[config.mk]
export PLATFORM = sky130hd
export DESIGN_NAME = serial_sub5
export DESIGN_NICKNAME = d
export VERILOG_FILES = /design/src/rtl/serial_arith_pkg.sv /design/src/rtl/serial_sub5_fa.sv /design/src/rtl/serial_sub5.sv
export SDC_FILE = /design/constraint.sdc
export NUM_CORES = 1
export LEC_CHECK = 0
export ABC_AREA = 1
export BUFFER_PORTS_ARGS = -buffer_cell sky130_fd_sc_hd__buf_2
export CAP_MARGIN = 40
export CORE_MARGIN = 1
export CORE_UTILIZATION = 58
export DETAILED_ROUTE_END_ITERATION = 10
export HOLD_SLACK_MARGIN = 0.12
export PLACE_DENSITY_LB_ADDON = 0.08
export SLEW_MARGIN = 5
export SYNTH_ARGS = -nofsm -noshare
export SYNTH_HDL_FRONTEND = slang
export SYNTH_HIERARCHICAL = 1
export SYNTH_SLANG_ARGS = --single-unit
[constraint.sdc]
create_clock -name clk -period 2.4 [get_ports clk]
set_input_delay 0.12 -clock clk [delete_from_list [all_inputs] [get_ports clk]]
set_output_delay 0.12 -clock clk [all_outputs]
set_load 0.005 [all_outputs]
[src/rtl/serial_arith_pkg.sv]
// Shared types and helpers for the bit-serial arithmetic blocks.
package serial_arith_pkg;

  typedef enum logic [1:0] {IDLE, SHIFT, DONE} ser_state_t;

  localparam int unsigned DEFAULT_WIDTH = 5;

  // Bits needed to count 0..w-1 (w >= 2).
  function automatic int unsigned cnt_width(input int unsigned w);
    return (w <= 2) ? 1 : $clog2(w);
  endfunction

endpackage

[src/rtl/serial_sub5_fa.sv]
// One-bit full-adder slice from the shared arithmetic library.
module FA (
  input  logic a_i,
  input  logic b_i,
  input  logic ci_i,
  output logic s_o,
  output logic co_o
);

  assign s_o  = a_i ^ b_i ^ ci_i;
  assign co_o = (a_i & b_i) | (a_i & ci_i) | (b_i & ci_i);

endmodule

[src/rtl/serial_sub5.sv]
// Bit-serial two's-complement subtractor, LSB first, one FA slice plus carry flop.
// Define SERIAL_ADDSUB_EN to add an op port selecting add (1) or subtract (0).
module serial_sub5
  import serial_arith_pkg::*;
#(
  parameter int unsigned WIDTH = DEFAULT_WIDTH
) (
  input  logic             clk,
  input  logic             reset,
  input  logic             start,
`ifdef SERIAL_ADDSUB_EN
  input  logic             op,
`endif
  input  logic [WIDTH-1:0] A,
  input  logic [WIDTH-1:0] B,
  output logic             busy,
  output logic             done,
  output logic [WIDTH-1:0] D,
  output logic             Bout,
  output logic             OF
);

  localparam int unsigned CW = cnt_width(WIDTH);

  ser_state_t       state_q, state_d;
  logic [WIDTH-1:0] areg_q, areg_d;
  logic [WIDTH-1:0] breg_q, breg_d;
  logic [WIDTH-1:0] res_q, res_d;
  logic [WIDTH-1:0] d_q, d_d;
  logic [CW-1:0]    cnt_q, cnt_d;
  logic             carry_q, carry_d;
  logic             bout_q, bout_d;
  logic             of_q, of_d;
  logic             add_q, add_d;
  logic             add_in;
  logic             sum, cout;

`ifdef SERIAL_ADDSUB_EN
  assign add_in = op;
`else
  assign add_in = 1'b0;
`endif

  FA u_fa (
    .a_i  (areg_q[0]),
    .b_i  (breg_q[0]),
    .ci_i (carry_q),
    .s_o  (sum),
    .co_o (cout)
  );

  always_comb begin
    state_d = state_q;
    areg_d  = areg_q;
    breg_d  = breg_q;
    res_d   = res_q;
    d_d     = d_q;
    cnt_d   = cnt_q;
    carry_d = carry_q;
    bout_d  = bout_q;
    of_d    = of_q;
    add_d   = add_q;
    unique case (state_q)
      IDLE, DONE: begin
        if (start) begin
          state_d = SHIFT;
          areg_d  = A;
          // Subtract is A + ~B + 1; the +1 enters through the initial carry.
          breg_d  = add_in ? B : ~B;
          carry_d = ~add_in;
          add_d   = add_in;
          cnt_d   = '0;
        end else if (state_q == DONE) begin
          state_d = IDLE;
        end
      end
      SHIFT: begin
        res_d   = {sum, res_q[WIDTH-1:1]};
        areg_d  = areg_q >> 1;
        breg_d  = breg_q >> 1;
        carry_d = cout;
        cnt_d   = cnt_q + CW'(1);
        if (cnt_q == CW'(WIDTH - 1)) begin
          state_d = DONE;
          d_d     = {sum, res_q[WIDTH-1:1]};
          bout_d  = add_q ? cout : ~cout;
          // carry_q is the carry into the MSB on this final step.
          of_d    = cout ^ carry_q;
        end
      end
      default: state_d = IDLE;
    endcase
  end

  always_ff @(posedge clk or posedge reset) begin
    if (reset) begin
      state_q <= IDLE;
      areg_q  <= '0;
      breg_q  <= '0;
      res_q   <= '0;
      d_q     <= '0;
      cnt_q   <= '0;
      carry_q <= 1'b0;
      bout_q  <= 1'b0;
      of_q    <= 1'b0;
      add_q   <= 1'b0;
    end else begin
      state_q <= state_d;
      areg_q  <= areg_d;
      breg_q  <= breg_d;
      res_q   <= res_d;
      d_q     <= d_d;
      cnt_q   <= cnt_d;
      carry_q <= carry_d;
      bout_q  <= bout_d;
      of_q    <= of_d;
      add_q   <= add_d;
    end
  end

  assign busy = (state_q == SHIFT);
  assign done = (state_q == DONE);
  assign D    = d_q;
  assign Bout = bout_q;
  assign OF   = of_q;

endmodule
==> run_results.csv, run 1 <==
group,metric,value,unit
sta,slew_viol_final,0,
sta,fin_crit,1.60,ns
worst_setup_path,path_cells,"inv_1 -> nand3_1 -> dlygate4sd3_1 -> o21ai_0",
placement,gp_congestion,0.849,
yosys,synthTopCellsByCount,"nand2_1, dfrtp_1, inv_1",
yosys,yosys-mux-area-fraction,0,%
worst_setup_path,slowest_delay,0.60,ns
die,dieArea,2460,um^2
sta,finalClockSkew,0.00147,ns
yosys,synth_top_area_share,51.5,%
drt,drc,0,
placement,place_area,1400,um^2
final_layout,finalInstanceArea,1540,um^2
drt,wl_per_cell,11.6,um
outcome,status,"finished clean",
yosys,yosys_most_used_dff,"dfrtp_1",
clocking,clock_path_buffers,2,
worst_setup_path,cp-end-kind,"register",
sta,hold_viol,0,
worst_setup_path,cp_slowest_cell,"dfrtp_1",
yosys,yosys.area_share.simple,25.8,%
die,coreArea,2040,um^2
global_routing,globalRouteOverflowTotal,0,
yosys,yosys.area_share.xor_xnor,0.667,%
global_routing,grt_usage,23.9,%
yosys,synth_top_family_by_area,"simple AND/OR/NAND/NOR gates",
final_layout,drive_gt1_share,19.8,%
yosys,synth_warnings,6,
clocking,h-tree-depth,1,
run,drv_cap,0,
clocking,hold_buffers,12,
sta,fmax,0.623,GHz
yosys,synth-compound-area-share,6.58,%
final_layout,finalNetCount,199,
yosys,synth_seq_cells,27,
clocking,clock_latency,0.32,ns
sta,finalCritPeriodShare,66.8,%
worst_setup_path,startpoint,"state_q[0]",
worst_setup_path,path_max_fanout,11,
global_routing,grt_pass1_wl,4340,um
clocking,path_clk_slew,0.14,ns
final_layout,fill_cells,161,
yosys,synth.distinct_cells,20,
die,rows,16,
sta,grt_setup_unrepaired,"no",
drt,drtIter0Drc,26,
placement,dp_cells,193,
yosys,synth_adder_area_share,3.43,%
drt,avgViaCountPerCell,5.00,
final_layout,area_growth,17.4,%
die,initial_core_util,64.3,%
sta,whs,0.129,ns
drt,via_count,1046,
drt,postRouteAntennaNets,0,
die,die_w,49.6,um
yosys,syn_area_per_cell,8.81,um^2
clocking,cts_tree,"yes",
yosys,netlist_area,1310,um^2
clocking,clock_sinks,27,
yosys,ys_top_cells_by_area,"dfrtp_1, nand2_1, nand3_1",
worst_setup_path,worstSetupPathType,"reg2reg",
clocking,cts-buffers-inserted,3,
worst_setup_path,required,2.62,ns
drt,drt_pass1_iterations,4,
yosys,synth_edf_count,0,
final_layout,stdcell_count,209,
placement,portBuffers,21,
worst_hold_path,hp-class,"in2reg",
yosys,yosys.area.top_type,"dfrtp_1",
yosys,synthesis.nets,165,
power_and_ir_drop,p_leak,0.837,nW
drt,totalWireLength,2430,um
global_routing,grt_pass1_vias,1036,
global_routing,antenna_found_initial,0,
worst_setup_path,r2r_start,"state_q[0]",
sta,tightest_slew,0.375,ns
final_layout,antenna_cells,0,
yosys,yosysSeqAreaShare,51.5,%
worst_setup_path,cp.arrival,1.82,ns
die,io_pins,22,
clocking,cts_root_buf,"clkbuf_4",
worst_setup_path,startpoint_type,"register",
yosys,post-synth-top-count-cell,"nand2_1",
clocking,cts_resized,0,
sta,tns,0,ns
die,die_y,49.6,um
sta,final-setup-viol-count,0,
clocking,post_cts_buffers,0,
power_and_ir_drop,vdd_drop_max,0.765,mV
sta,relSlewSlack,75.0,%
placement,dp_hpwl,1630,um
global_routing,grt_max_degree,28,
power_and_ir_drop,p_per_area,1240,nW/um^2
yosys,async_reset_ff_share,100,%
worst_hold_path,holdCritStartpoint,"A[2]",
yosys,syn_inst,149,
[layout make-up]
cell class | count | area, um^2 | area share (%)
tap | 27 | 33.8 | 2.19
multi-input combinational | 92 | 479 | 31.1
inverter | 25 | 93.8 | 6.09
sequential | 27 | 676 | 43.8
clock buffer | 4 | 26.3 | 1.70
timing repair buffer | 34 | 233 | 15.1
[layout by cell type (no fill, tap or decap)]
cell,netlist,layout
buf_2,1,21
buf_4,1,1
clkbuf_1,0,1
clkbuf_4,0,3
dfrtp_1,27,27
dlygate4sd3_1,0,12
fa_1,1,1
ha_1,2,2
inv_1,24,24
inv_2,1,1
nand2_1,46,46
nand2_4,2,2
nand3_1,18,18
nor2_1,2,2
nor2_2,1,1
nor2_4,3,3
o21ai_0,4,4
o21ai_1,8,8
o21ai_2,3,3
or2_2,1,1
xor2_1,1,1
[critical path: cells and delay by family, from the launching register on]
| kind | cells | cell delay, ns |
|---|---|---|
| flip-flops | 1 | 0.60 |
| AND/OR/NAND/NOR | 1 | 0.10 |
| buffers and inverters | 2 | 0.71 |
| AO/OA/AOI/OAI | 1 | 0.10 |
[state kept, by name, summed over array words and instances (netlist names)]
register,count
breg_q,5
carry_q,1
cnt_q,3
state_q,2
res_q,4
Bout,1
areg_q,5
OF,1
D,5
[final timing paths]
kind                             endpoint  slack, ns  depth (start not counted)
worst min register to register         OF       0.49                          2
max in group asynchronous            Bout       1.79                          4
worst max register to register  areg_q[4]       0.80                          4
min in group asynchronous       breg_q[2]       0.36                          4
worst max-delay path            areg_q[4]       0.80                          4
worst min-delay path            areg_q[2]       0.13                          5
[layer usage]
metal | global-route usage, % | part of all wire (%) | up-vias
met5 | 0 | 0 | -
met4 | 12.9 | 2.9 | 0
met3 | 4.01 | 3.5 | 8
met2 | 38.3 | 49 | 25
met1 | 30.7 | 45 | 490
li1 | - | - | 523
[stage by stage]
stage	utilization, %	power (W)	worst slack (ns)
floorplan	-	0.00160	1.16
global placement	68.3	0.00167	0.987
detailed placement	68.3	0.00171	0.938
CTS	75.5	0.00192	0.842
global route	75.5	0.00211	0.721
finish	75.5	0.00192	0.796
[kinds of logic after synthesis]
logic type / Yosys count
AOI/OAI and AO/OA: 15
xor gates and xnor gates: 1
adders and majority gates: 3
buffers and inverters: 30
DFF: 27
and+or+nand+nor: 73
[where the power goes]
group          internal (W)  switching (W)  leakage, nW
clock network     0.0000652       0.000135       0.0150
registers          0.000665       0.000142        0.336
logic              0.000352       0.000556        0.487
Note: power is estimated with default switching activity, not from simulation.
==> inputs of run 2 (changes only) <==
--- a/config.mk
+++ b/config.mk
@@ -5,11 +5,11 @@
 export SDC_FILE = /design/constraint.sdc
 export NUM_CORES = 1
 export LEC_CHECK = 0
-export ABC_AREA = 1
+export ABC_AREA = 0
 export BUFFER_PORTS_ARGS = -buffer_cell sky130_fd_sc_hd__buf_2
 export CAP_MARGIN = 40
 export CORE_MARGIN = 1
-export CORE_UTILIZATION = 58
+export CORE_UTILIZATION = 48
 export DETAILED_ROUTE_END_ITERATION = 10
 export HOLD_SLACK_MARGIN = 0.12
 export PLACE_DENSITY_LB_ADDON = 0.08
==> constraint.sdc (replaced) <==
create_clock -name clk -period 1.4 [get_ports clk]
set_input_delay 0.07 -clock clk [delete_from_list [all_inputs] [get_ports clk]]
set_output_delay 0.07 -clock clk [all_outputs]
set_load 0.005 [all_outputs]
==> run_results.csv, run 2 <==
group,metric,value,unit
clocking,clock_path_buffers,2,
drt,drc,0,
drt,totalWireLength,2270,um
yosys,synth_seq_cells,27,
clocking,cts_tree,"yes",
drt,avgViaCountPerCell,4.84,
yosys,netlist_area,1240,um^2
die,die_y,52.8,um
final_layout,ff_latch_area,677,um^2
worst_setup_path,worstSetupPathType,"reg2reg",
final_layout,drive_gt1_share,27.6,%
global_routing,globalRouteOverflowTotal,0,
final_layout,finalNetCount,169,
sta,slew_viol_final,0,
global_routing,grt_pass1_wl,3740,um
worst_setup_path,cp.arrival,1.54,ns
global_routing,grt_max_degree,28,
final_layout,antenna_cells,0,
worst_setup_path,startpoint_type,"register",
sta,tns,0,ns
yosys,synthesis.nets,131,
drt,via_count,881,
drt,drt_pass1_iterations,3,
sta,final-setup-viol-count,0,
drt,drtIter0Drc,10,
sta,tightest_slew,0.331,ns
yosys,synth_warnings,6,
sta,whs,0.315,ns
power_and_ir_drop,p_per_area,1980,nW/um^2
sta,hold_viol,0,
die,io_pins,22,
global_routing,antenna_found_initial,0,
die,rows,18,
placement,portBuffers,21,
placement,dp_hpwl,1510,um
power_and_ir_drop,p_leak,0.753,nW
clocking,cts-buffers-inserted,3,
yosys,syn_inst,115,
yosys,synthTopCellsByCount,"nand2_1, dfrtp_1, o21ai_0",
die,coreArea,2450,um^2
placement,gp_congestion,0.687,
drt,postRouteAntennaNets,0,
sta,finalClockSkew,0.00618,ns
worst_setup_path,cp-end-kind,"register",
yosys,synth_edf_count,0,
final_layout,area_growth,22.5,%
drt,wl_per_cell,12.5,um
global_routing,grt_usage,19.3,%
sta,grt_setup_unrepaired,"no",
final_layout,multiInputGateArea,474,um^2
yosys,yosysSeqAreaShare,54.6,%
yosys,yosys_most_used_dff,"dfrtp_1",
sta,fin_crit,1.31,ns
worst_setup_path,r2r_slack,0.09,ns
clocking,cts_root_buf,"clkbuf_4",
clocking,path_clk_slew,0.15,ns
worst_setup_path,path_max_fanout,10,
worst_hold_path,hp-class,"in2async",
yosys,synth.distinct_cells,25,
die,die_w,52.8,um
die,dieArea,2790,um^2
clocking,h-tree-depth,1,
yosys,synth_top_area_share,54.6,%
die,initial_core_util,50.4,%
yosys,async_reset_ff_share,100,%
clocking,clock_latency,0.32,ns
run,drv_cap,0,
final_layout,fin_util,61.8,%
power_and_ir_drop,vdd_drop_max,1.05,mV
outcome,status,"finished clean",
yosys,ys_top_cells_by_area,"dfrtp_1, nand2_1, mux2_2",
yosys,syn_area_per_cell,10.8,um^2
global_routing,grt_pass1_vias,845,
yosys,post-synth-top-count-cell,"nand2_1",
final_layout,fill_cells,212,
worst_setup_path,required,1.63,ns
yosys,yosys.area.top_type,"dfrtp_1",
sta,finalCritPeriodShare,93.5,%
sta,relSlewSlack,77.9,%
sta,fmax,0.764,GHz
final_layout,final_common_cell,"nand2_1",
final_layout,final_cell_mix,"nand2_1, dfrtp_1, buf_2, dlygate4sd3_1, o21ai_0",
clocking,clock_sinks,27,
==> run 2: changes by cell type after synthesis, moves of 4 or more <==
cell,delta
a21oi_1,+5
a31oi_1,+4
inv_1,-19
mux2_2,+5
nand2_1,-17
nand3_1,-17
nor2_1,+4
nor3b_1,+4
o21ai_1,-8
==> run 2: power by group <==
| group | internal, W | switching (W) | leakage (nW) | total [W] |
|---|---|---|---|---|
| registers | 0.00113 | 0.000228 | 0.334 | 0.00136 |
| logic | 0.000622 | 0.000675 | 0.405 | 0.00130 |
| clock network | 0.000109 | 0.000235 | 0.0139 | 0.000344 |
| total | 0.00186 | 0.00114 | 0.753 | 0.00300 |
==> run 2: through the flow <==
stage	setup slack, ns	total power [W]	cells	area (um^2)
floorplan	0.160	0.00238	115	1240
finish	0.0909	0.00300	182	1520
CTS	0.0507	0.00299	179	1490
global placement	0.136	0.00257	163	1340
global route	0.0130	0.00328	182	1520
detailed placement	0.0845	0.00262	163	1340
==> run 2: final cells by class <==
cell class	instances	share of cell area, %
multi-input combinational	76	31.3
timing repair buffer	39	17.8
inverter	6	1.82
sequential	27	44.6
tap	30	2.48
clock buffer	3	1.49
clock inverter	1	0.495
==> run 2: logic make-up after synthesis <==
| logic type | synth area share [%] |
|---|---|
| AO/OA/AOI/OAI | 9.00 |
| XOR/XNOR | 1.42 |
| buffers and inverters | 7.08 |
| flip-flops | 54.6 |
| adder cells (fa/ha/maj) | 3.64 |
| multiplexers | 4.55 |
| AND/OR/NAND/NOR | 19.7 |
==> run 2: layer usage <==
layer	vias to the layer above	part of all wire, %	global-route usage (%)
met4	0	0.84	8.33
met2	14	49	30.4
met3	2	2.7	4.06
met1	414	48	25.4
li1	451	-	-
met5	-	0	0
==> run 2: critical path, cell delays in order (launching register included) <==
cell      delay [ns]
dfrtp_1         0.41
inv_1           0.06
ha_1            0.23
nand4b_4        0.16
mux2_2          0.36
==> run 2: path summary, 6_finish.rpt <==
kind | start | to | depth (start not counted)
max | cnt_q[0] | D[4] | 4
min | reset | Bout | 4
max reg2reg | cnt_q[0] | D[4] | 4
min reg2reg | OF | OF | 2
max in group asynchronous | reset | state_q[0] | 4
min in group clk | B[4] | breg_q[4] | 3
==> run 2: timing repair <==
item	4_1_cts	5_1_grt
resized for setup	1	1
cloned	0	0
endpoints found under the hold margin	38	0
buffers inserted	0	3
endpoints found under the setup margin	1	1
hold buffers	12	0
==> inputs of run 3 (changes only) <==
--- a/config.mk
+++ b/config.mk
@@ -6,11 +6,11 @@
 export NUM_CORES = 1
 export LEC_CHECK = 0
 export ABC_AREA = 0
-export BUFFER_PORTS_ARGS = -buffer_cell sky130_fd_sc_hd__buf_2
 export CAP_MARGIN = 40
 export CORE_MARGIN = 1
-export CORE_UTILIZATION = 48
+export CORE_UTILIZATION = 54
 export DETAILED_ROUTE_END_ITERATION = 10
+export DONT_BUFFER_PORTS = 1
 export HOLD_SLACK_MARGIN = 0.12
 export PLACE_DENSITY_LB_ADDON = 0.08
 export SLEW_MARGIN = 5
==> run_results.csv, run 3 (synthesis gave the netlist of run 2 again) <==
group,metric,value,unit
sta,relSlewSlack,78.0,%
drt,wl_per_cell,13.2,um
final_layout,drive_gt1_share,15.5,%
drt,drtIter0Drc,21,
drt,totalWireLength,2060,um
global_routing,antenna_found_initial,0,
clocking,clock_latency,0.33,ns
drt,drt_pass1_iterations,5,
global_routing,globalRouteOverflowTotal,0,
final_layout,fin_util,67.9,%
power_and_ir_drop,seqPwrFrac,49.6,%
worst_setup_path,path_max_fanout,2,
die,rows,16,
drt,drc,0,
drt,via_count,828,
run,drv_cap,0,
placement,portBuffers,0,
sta,tns,0,ns
power_and_ir_drop,p_int,0.00175,W
sta,finalClockSkew,0.00777,ns
worst_setup_path,cp.arrival,1.51,ns
clocking,cts-buffers-inserted,3,
worst_setup_path,required,1.63,ns
power_and_ir_drop,p_per_area,2050,nW/um^2
placement,gp_congestion,0.759,
worst_setup_path,worstSetupPathType,"reg2reg",
die,coreArea,2060,um^2
placement,dp_hpwl,1390,um
global_routing,grt_pass1_vias,789,
power_and_ir_drop,total_power,0.00287,W
final_layout,finalNetCount,146,
clocking,cts_root_buf,"clkbuf_4",
drt,postRouteAntennaNets,0,
sta,hold_viol,0,
clocking,clock_sinks,27,
clocking,cts_tree,"yes",
sta,slew_viol_final,0,
clocking,post_cts_buffers,0,
die,io_pins,22,
sta,tightest_slew,0.330,ns
power_and_ir_drop,p_sw,0.00112,W
worst_setup_path,cp-end-kind,"register",
die,die_y,49.9,um
final_layout,final_cell_mix,"nand2_1, dfrtp_1, dlygate4sd3_1, o21ai_0, nor2_1",
sta,grt_setup_unrepaired,"no",
die,initial_core_util,60.0,%
outcome,status,"finished clean",
power_and_ir_drop,vdd_drop_max,1.10,mV
die,die_w,49.9,um
worst_setup_path,startpoint_type,"register",
clocking,path_clk_slew,0.14,ns
sta,fin_crit,1.28,ns
die,dieArea,2490,um^2
worst_hold_path,hp-class,"in2async",
clocking,h-tree-depth,1,
sta,setup_ws,0.121,ns
drt,avgViaCountPerCell,5.31,
global_routing,grt_max_degree,28,
global_routing,grt_pass1_wl,3530,um
power_and_ir_drop,p_comb_share,38.7,%
global_routing,grt_usage,19.4,%
sta,finalCritPeriodShare,91.4,%
final_layout,area_growth,13.1,%
sta,final-setup-viol-count,0,
power_and_ir_drop,p_sw_share,39.0,%
power_and_ir_drop,clockPowerShare,11.7,%
final_layout,antenna_cells,0,
placement,dp_slack,0.0794,ns
final_layout,final_common_cell,"nand2_1",
power_and_ir_drop,p_leak,0.664,nW
sta,fmax,0.782,GHz
clocking,clock_path_buffers,2,
run 3: cell types whose count changed in the layout (fill, tap and decap cells not counted), sizes merged:
cell / delta
inv: +1
nand4b: +1
clkinvlp: -1
buf: -24
run 3: final timing paths:
kind / to / startpoint / slack, ns / depth (start not counted)
min reg2reg: breg_q[2] / breg_q[3] / 0.49 / 2
max reg2reg: D[4] / areg_q[0] / 0.12 / 2
max: D[4] / areg_q[0] / 0.12 / 2
min in group clk: breg_q[4] / B[4] / 0.34 / 2
max in group asynchronous: state_q[0] / reset / 0.91 / 3
min: OF / reset / 0.21 / 3
run 3: power by group through the flow:
stage | clock network (W) | logic [W] | registers, W
after floorplan | 0 | 0.00105 | 0.00132
after global placement | 0 | 0.00103 | 0.00141
after detailed placement | 0 | 0.00107 | 0.00143
after CTS | 0.000335 | 0.00110 | 0.00142
after global routing | 0.000367 | 0.00127 | 0.00148
final | 0.000335 | 0.00111 | 0.00142
run 3: what timing repair did:
item,4_1_cts,5_1_grt
setup endpoints to repair,0,2
hold buffers,12,0
endpoints found under the hold margin,40,0
resized for setup,0,2
run 3: final cells by class:
type | count | area, um^2
Clock buffer | 3 | 22.5
Clock inverter | 1 | 5.00
Fill cell | 171 | 662
Inverter | 6 | 27.5
Multi-Input combinational cell | 77 | 492
Sequential cell | 27 | 677
Tap cell | 27 | 33.8
Timing Repair Buffer | 15 | 143
run 3: worst max-delay path, cell delays in order, from the launching register on:
cell     delay (ns)
dfrtp_1        0.43
fa_1           0.49
mux2_2         0.27
run 3: through the flow:
step           hold slack (ns)  instance area (um^2)  instances
2_1_floorplan            0.123                  1240        115
3_3_place_gp            0.0341                  1230        139
3_5_place_dp            0.0377                  1230        139
4_1_cts                  0.227                  1380        155
5_1_grt                  0.244                  1400        156
6_report                 0.211                  1400        156
run 3: metal layers:
| metal | part of all wire (%) | vias up | track usage [%] | wire [um] |
|---|---|---|---|---|
| li1 | - | 406 | - | - |
| met3 | 5.5 | 5 | 3.40 | 114 |
| met1 | 44 | 386 | 25.5 | 909 |
| met2 | 49 | 31 | 31.3 | 1000 |
| met4 | 1.7 | 0 | 8.57 | 36 |
| met5 | 0 | - | 0 | 0 |
